$ cat src/rtl/id_stage.sv
// Instruction decode stage: field decode, register-file read, valid/ready output register.
// Optional macro ID_WB_BYPASS_EN forwards same-cycle write-back data to the operands.
module id_stage #(
    parameter int unsigned INST_LEN = 17,
    parameter int unsigned DATA_W   = 8,
    parameter int unsigned REG_N    = 8
) (
    input  logic                       clk,
    input  logic                       rst,
    input  logic                       in_valid,
    input  logic [INST_LEN-1:0]        in_inst,
    output logic                       in_ready,
    input  logic                       wb_en,
    input  logic [$clog2(REG_N)-1:0]   wb_addr,
    input  logic [DATA_W-1:0]          wb_data,
    output logic                       out_valid,
    input  logic                       out_ready,
    output logic [3:0]                 out_op,
    output logic [DATA_W-1:0]          out_a,
    output logic [DATA_W-1:0]          out_b,
    output logic [$clog2(REG_N)-1:0]   out_rd,
    output logic                       out_we,
    output logic                       out_illegal,
    output logic [7:0]                 dec_count
);

    localparam int unsigned AW = $clog2(REG_N);

    logic [DATA_W-1:0] regs_q [REG_N];
    logic [DATA_W-1:0] regs_d [REG_N];

    logic              out_valid_q, out_valid_d;
    logic [3:0]        out_op_q, out_op_d;
    logic [DATA_W-1:0] out_a_q, out_a_d;
    logic [DATA_W-1:0] out_b_q, out_b_d;
    logic [AW-1:0]     out_rd_q, out_rd_d;
    logic              out_we_q, out_we_d;
    logic              out_illegal_q, out_illegal_d;
    logic [7:0]        dec_count_q, dec_count_d;

    logic              accept;
    logic [3:0]        f_op;
    logic [AW-1:0]     f_rd, f_rs1, f_rs2;
    logic [3:0]        f_imm;
    logic [DATA_W-1:0] imm_ext;
    logic [DATA_W-1:0] rd_a, rd_b;
    logic [DATA_W-1:0] dec_a, dec_b;
    logic              dec_we, dec_illegal;

    assign in_ready = !out_valid_q || out_ready;
    assign accept   = in_valid && in_ready;

    assign f_op    = in_inst[16:13];
    assign f_rd    = in_inst[12:10];
    assign f_rs1   = in_inst[9:7];
    assign f_rs2   = in_inst[6:4];
    assign f_imm   = in_inst[3:0];
    assign imm_ext = {{(DATA_W-4){f_imm[3]}}, f_imm};

    // Register reads; r0 is hardwired to zero regardless of stored contents.
    always_comb begin
        rd_a = (f_rs1 == '0) ? '0 : regs_q[f_rs1];
        rd_b = (f_rs2 == '0) ? '0 : regs_q[f_rs2];
`ifdef ID_WB_BYPASS_EN
        if (wb_en && wb_addr == f_rs1 && f_rs1 != '0) rd_a = wb_data;
        if (wb_en && wb_addr == f_rs2 && f_rs2 != '0) rd_b = wb_data;
`endif
    end

    always_comb begin
        dec_a       = rd_a;
        dec_b       = rd_b;
        dec_we      = 1'b0;
        dec_illegal = 1'b0;
        case (f_op)
            4'd0: ;
            4'd1, 4'd2, 4'd3, 4'd4, 4'd5: dec_we = (f_rd != '0);
            4'd6: begin
                dec_b  = imm_ext;
                dec_we = (f_rd != '0);
            end
            4'd7: begin
                dec_a  = '0;
                dec_b  = imm_ext;
                dec_we = (f_rd != '0);
            end
            default: dec_illegal = 1'b1;
        endcase
    end

    always_comb begin
        regs_d = regs_q;
        if (wb_en && wb_addr != '0) regs_d[wb_addr] = wb_data;
    end

    always_comb begin
        out_valid_d   = out_valid_q;
        out_op_d      = out_op_q;
        out_a_d       = out_a_q;
        out_b_d       = out_b_q;
        out_rd_d      = out_rd_q;
        out_we_d      = out_we_q;
        out_illegal_d = out_illegal_q;
        dec_count_d   = dec_count_q;
        if (accept) begin
            out_valid_d   = 1'b1;
            out_op_d      = f_op;
            out_a_d       = dec_a;
            out_b_d       = dec_b;
            out_rd_d      = f_rd;
            out_we_d      = dec_we;
            out_illegal_d = dec_illegal;
            dec_count_d   = dec_count_q + 8'd1;
        end else if (out_ready) begin
            out_valid_d = 1'b0;
        end
    end

    always_ff @(posedge clk) begin
        if (rst) begin
            out_valid_q   <= 1'b0;
            out_op_q      <= '0;
            out_a_q       <= '0;
            out_b_q       <= '0;
            out_rd_q      <= '0;
            out_we_q      <= 1'b0;
            out_illegal_q <= 1'b0;
            dec_count_q   <= '0;
            for (int i = 0; i < int'(REG_N); i++) regs_q[i] <= '0;
        end else begin
            out_valid_q   <= out_valid_d;
            out_op_q      <= out_op_d;
            out_a_q       <= out_a_d;
            out_b_q       <= out_b_d;
            out_rd_q      <= out_rd_d;
            out_we_q      <= out_we_d;
            out_illegal_q <= out_illegal_d;
            dec_count_q   <= dec_count_d;
            regs_q        <= regs_d;
        end
    end

    assign out_valid   = out_valid_q;
    assign out_op      = out_op_q;
    assign out_a       = out_a_q;
    assign out_b       = out_b_q;
    assign out_rd      = out_rd_q;
    assign out_we      = out_we_q;
    assign out_illegal = out_illegal_q;
    assign dec_count   = dec_count_q;

endmodule
$ cat config.mk
export PLATFORM = sky130hd
export DESIGN_NAME = id_stage
export DESIGN_NICKNAME = d
export VERILOG_FILES = /design/src/rtl/id_stage.sv
export SDC_FILE = /design/constraint.sdc
export NUM_CORES = 1
export LEC_CHECK = 0
export BUFFER_PORTS_ARGS = -buffer_cell sky130_fd_sc_hd__buf_2
export CORE_MARGIN = 1
export CORE_UTILIZATION = 30
export DETAILED_ROUTE_END_ITERATION = 7
export HOLD_SLACK_MARGIN = 0.03
export PLACE_DENSITY = 0.45
export SLEW_MARGIN = 0
export SYNTH_ARGS = -nofsm -noshare
export SYNTH_HDL_FRONTEND = slang
export SYNTH_SLANG_ARGS = --single-unit
export TNS_END_PERCENT = 30
$ cat constraint.sdc
create_clock -name clk -period 3.8 [get_ports clk]
set_clock_uncertainty 0.1 [all_clocks]
set_input_delay 0.38 -clock clk [delete_from_list [all_inputs] [get_ports clk]]
set_output_delay 0.38 -clock clk [all_outputs]
set_load 0.01 [all_outputs]
* After elaboration in Yosys (flattened, before gate mapping)
Index checks and enable logic that the tools add are counted.
** Word-level totals
- Register bits :: 98
- Bits of input ports :: 33
- Output and inout bits :: 35
- Word-level logic and storage cells :: 62
** Operators by class
- $add $sub $neg :: 1
- $lt $le $gt $ge :: 4
- Equal/unequal tests :: 7
- Muxes and demuxes :: 17
- Bitwise operators :: 3
- Reductions and logical operators :: 14
** Operators with widths (number)
- $mux 8 :: 9
- $bwmux 64 :: 1
- $bmux 8 s3 :: 2
- $demux 8 s3 :: 1
- $eq 4x3->1 const B :: 4
- $ge 4x4->1 const B :: 3
- $not 3->4 :: 3
- $add 8x1->8 const B :: 1
- $eq 4x2->1 const B :: 2
- $reduce_or 8->1 :: 1
- $reduce_or 7->1 :: 1
- $logic_not 3->1 :: 2
- $reduce_bool 3->1 :: 2
- $eq 4x1->1 const B :: 1
- $logic_not 4->1 :: 1
- $lt 4x1->1 const B :: 1
- $mux 1 :: 4
- $logic_and 1x1->1 :: 3
- $reduce_bool 2->1 :: 1
- $reduce_or 2->1 :: 1
- $logic_not 1->1 :: 1
- $logic_or 1x1->1 :: 1

* Longest topological paths before layout
- Depth in word-level cells :: 6
- Gate-level depth with buffers :: 6
- Mapped depth without buffers :: 4

* Worst setup path before layout
No wires, ideal clock.
- Path type :: in2reg
- Start :: input port in_inst[6]
- End :: register out_b_q[2] (netlist: out_b[2])
- Setup time :: 0.122 ns
- Arrival :: 1.411 ns
- Data required time :: 3.578 ns
- Path slack :: 2.167 ns
- Stages :: 5
- Path buffers :: 1
- Path through :: buf_6 -> mux4_2 -> nor2b_1 -> nor3_1 -> a311o_1
** On the way
- Word-level cells in the longest chain between the ends :: 6
- Elaborated cells between the ends (all ways) :: 7
- Those cells by class :: 5 x mux; 1 x bitwise; 1 x reduce/logical
** RTL lines
- start, declared :: line 11 : input logic [INST_LEN-1:0] in_inst,
- $not 3->4 (not written as such) :: line 63 : rd_b = (f_rs2 == '0) ? '0 : regs_q[f_rs2];
- $bmux 8 s3 :: line 63
- $mux 8 (not written as such) (2 in a row) :: line 63
- $mux 8 * :: line 63
- $mux 8 * :: line 75 : case (f_op)
- end signal, assigned :: line 134 : out_b_q <= out_b_d;
- end, declared :: line 35 : logic [DATA_W-1:0] out_b_q, out_b_d;
Every way passes the cells marked *; elsewhere a longest branch is shown, timed or not. The select of a mux whose other input is x is not followed.
A chain may end at the register's enable or synchronous reset.

* Worst setup path in the final report
- Start :: register out_valid_q (netlist: out_valid)
- End :: register out_a_q[4] (netlist: out_a[4])
** On the way
- Word-level cells in the longest chain between the ends :: 3
** RTL lines
- start, declared :: line 32 : logic out_valid_q, out_valid_d;
- start signal, assigned :: line 131 : out_valid_q <= out_valid_d;
- $logic_not 1->1 :: line 50 : assign in_ready = !out_valid_q || out_ready;
- $logic_or 1x1->1 :: line 50
- $logic_and 1x1->1 :: line 51 : assign accept = in_valid && in_ready;
- end signal, assigned :: line 133 : out_a_q <= out_a_d;
- end, declared :: line 34 : logic [DATA_W-1:0] out_a_q, out_a_d;
No other way between the ends.

==> impl_metrics.py <==
metrics = {
    "placement": {
        "gp_congestion": 0.804,
        "placed_cells": 719,
        "hpwl_mm": 9.47,
        "placement.io_buffers": 67,
    },
    "clock_tree": {
        "cts_resized": 0,
        "h-tree-depth": 3,
        "clk_path_buf_depth": 2,
        "cts_setup_buffers": 0,
        "clk_pin_slew_ps": 60,
        "cts_root_buf": "clkbuf_16",
        "cts_hold_buf": 0,
        "cts.sinks": 90,
        "insertion_delay_ps": 350,
        "cts_made_buffers": 9,
        "cts_tree": "yes",
    },
    "yosys": {
        "ys.flop_type": "dfxtp_1",
        "synth_edf_count": 0,
        "yosys_warnings": 0,
        "avgSynthCellArea_sq_um": 8.37,
        "synth-compound-area-share_pct": 15.8,
        "synthSimpleGateAreaFrac_pct": 23.6,
        "netlist_instances": 503,
        "ys_async_sr_fraction_pct": 0,
        "synth_mux_area_share_pct": 12.7,
        "synth_adder_area_share_pct": 0.297,
        "synth_top_area_share_pct": 42.8,
        "ys_top_cells_by_count": "nand2_1 (142), dfxtp_1 (90), a21oi_1 (72)",
        "synth-xor-area-share_pct": 0.833,
        "netlist_area_sq_um": 4210,
        "synth-seq-area-share_pct": 42.8,
        "synth.area.top_cells": "dfxtp_1 (43%), nand2_1 (13%), a21oi_1 (8.6%)",
        "yosysMostFrequentCell": "nand2_1",
        "synth_top_family_by_area": "simple AND/OR/NAND/NOR gates",
        "synth_cell_types": 41,
        "synth-seq-cells": 90,
        "synth_nets": 537,
        "yosysTopAreaCell": "dfxtp_1",
    },
    "global_routing": {
        "antenna_found_initial": 0,
        "grt_overflow": 0,
        "grt_pass1_wl_mm": 20.5,
        "grt_usage_pct": 19.0,
        "grt_max_degree": 62,
        "grt_pass1_vias": 3554,
    },
    "die": {
        "ioPinCount": 68,
        "die_x_um": 120,
        "core_area_sq_um": 13500,
        "die_y_um": 120,
        "start_util_pct": 31.3,
        "placementRows": 42,
        "die-area_sq_um": 14500,
    },
    "timing": {
        "worst_slew_pin_slew_ps": 826,
        "slew_headroom_pct": 44.5,
        "period_minus_slack_ps": 1980,
        "hold_viol": 0,
        "max_freq_ghz": 0.505,
        "fin_crit_sh_pct": 52.2,
        "setup_violations": 0,
        "fin_tns_setup_ps": 0,
        "rsz0062_at_grt": "false",
        "report.final.slew_viol_count": 0,
    },
    "power": {
        "p_total_w": 0.00206,
        "leakagePower_nw": 1.91,
        "power_density_nw_per_um2": 420,
        "vdd_drop_max_uv": 191,
    },
    "setup_path": {
        "rr_startpoint": "out_valid",
        "cp.required_ps": 3940,
        "crit_chain": "nand2b_1, and2_1, nor2_1, a21o_1",
        "cp_slowest_cell": "and2_1",
        "arrival_ps": 2130,
        "crit_end": "out_a[4]",
        "worstSetupPathType": "flip-flop to flip-flop",
        "critPathMaxFanout": 19,
        "r2r_slack_ps": 1820,
        "setup.worst_path.start": "out_valid",
        "cp_slowest_stage_delay_ps": 620,
        "reg2reg_to": "out_a[4]",
        "cp-start-kind": "flip-flop",
        "worst_r2r_path_depth": 4,
        "endpoint_kind": "flip-flop",
    },
    "finish": {
        "num-fill-cells": 1429,
        "syn2layout_area_growth_pct": 16.4,
        "final_cells": 734,
        "final_core_util_pct": 36.4,
        "drive_above_1_share_pct": 19.0,
        "multi_input_area_sq_um": 2240,
        "final_nets": 588,
        "n_antenna_cell": 0,
        "regArea_sq_um": 1800,
    },
    "hold_path": {
        "hp-class": "primary input to flip-flop",
    },
    "routing": {
        "wirelength_mm": 13.0,
        "wl_per_cell_um": 17.8,
        "post-route-drc-count": 0,
        "routed-via-count": 3758,
        "ant_nets": 0,
        "drt-initial-drc-count": 215,
        "via_per_inst": 5.12,
        "first_pass_iters": 4,
    },
    "run_status": {
        "status": "complete, no violations",
    },
    "job": {
        "maxCapViolCount": 0,
    },
}
-- registers in the layout (all words and copies together) (netlist names) --
name / count
out_rd: 3
out_illegal: 1
out_valid: 1
out_b: 8
out_we: 1
regs_q: 56
dec_count: 8
out_op: 4
out_a: 8
-- worst min path at each step --
stage,depth (start not counted),slack (ps),end,start
6_report,3,180,out_rd[2],in_inst[12]
5_1_grt,3,180,out_rd[2],in_inst[12]
4_1_cts,3,170,out_rd[2],in_inst[12]
3_5_place_dp,1,340,out_a[5],out_a[5]
3_3_place_gp,1,330,out_a[1],out_a[1]
2_1_floorplan,2,340,regs_q[33],regs_q[33]
-- cells by family (layout without fill, tap and decap cells) --
family	count (synthesis)	count (layout)
AND/OR/NAND/NOR	225	225
flip-flops	90	90
buffers and inverters	33	88
adder cells (fa/ha/maj)	1	1
XOR/XNOR	4	4
AO/OA/AOI/OAI	113	113
multiplexers	37	37
-- per-layer routing --
| metal | wire (um) | GRT usage, % |
|---|---|---|
| met5 | 0 | 0 |
| met4 | 225 | 8.02 |
| met3 | 438 | 3.02 |
| met2 | 6090 | 30.1 |
| met1 | 6300 | 25.7 |
-- critical path: cells and delay by family (launching register included) --
family,cells,cell delay (ps)
and+or+nand+nor,3,1220
AOI/OAI and AO/OA,1,240
DFF,1,310
-- per-stage QoR --
| stage | hold slack (ps) | area [sq um] | setup WS, ps |
|---|---|---|---|
| detailed placement | 344 | 4630 | 1620 |
| finish | 175 | 4900 | 1820 |
| floorplan | 341 | 4210 | 2170 |
| global placement | 332 | 4630 | 1680 |
| CTS | 171 | 4900 | 1820 |
| global route | 179 | 4900 | 1660 |
-- area by class of cell --
type / count / area share (%)
inverters: 5 / 0.383
multi-input cells: 380 / 45.8
flip-flops and latches: 90 / 36.8
repair buffers: 68 / 7.00
clock inverters: 2 / 0.255
clock buffers: 13 / 5.31
well taps: 176 / 4.49
-- cell usage in the layout, fill, tap and decap left out, drive strengths merged, types with 4 or more instances in the layout --
cell type	Yosys	final
nand2	142	142
dfxtp	90	90
a21oi	72	72
buf	15	68
nor2b	16	16
nor3	16	16
nand3	15	15
mux2	15	15
a221oi	14	14
clkbuf	13	13
nor2	12	12
mux2i	11	11
mux4	11	11
a21o	8	8
o21ai	8	8
nand4	7	7
inv	5	5
a31oi	5	5
nand2b	4	4
or3	4	4
-- where the power goes --
| part | leakage (nW) | switching, W | total [W] | internal (W) |
|---|---|---|---|---|
| clock | 0.132 | 0.000366 | 0.000840 | 0.000475 |
| combinational | 1.04 | 0.000142 | 0.000221 | 0.0000797 |
| sequential | 0.731 | 0.0000214 | 0.000996 | 0.000974 |
| total | 1.91 | 0.000529 | 0.00206 | 0.00153 |
Power figures use the tool's default switching activity.
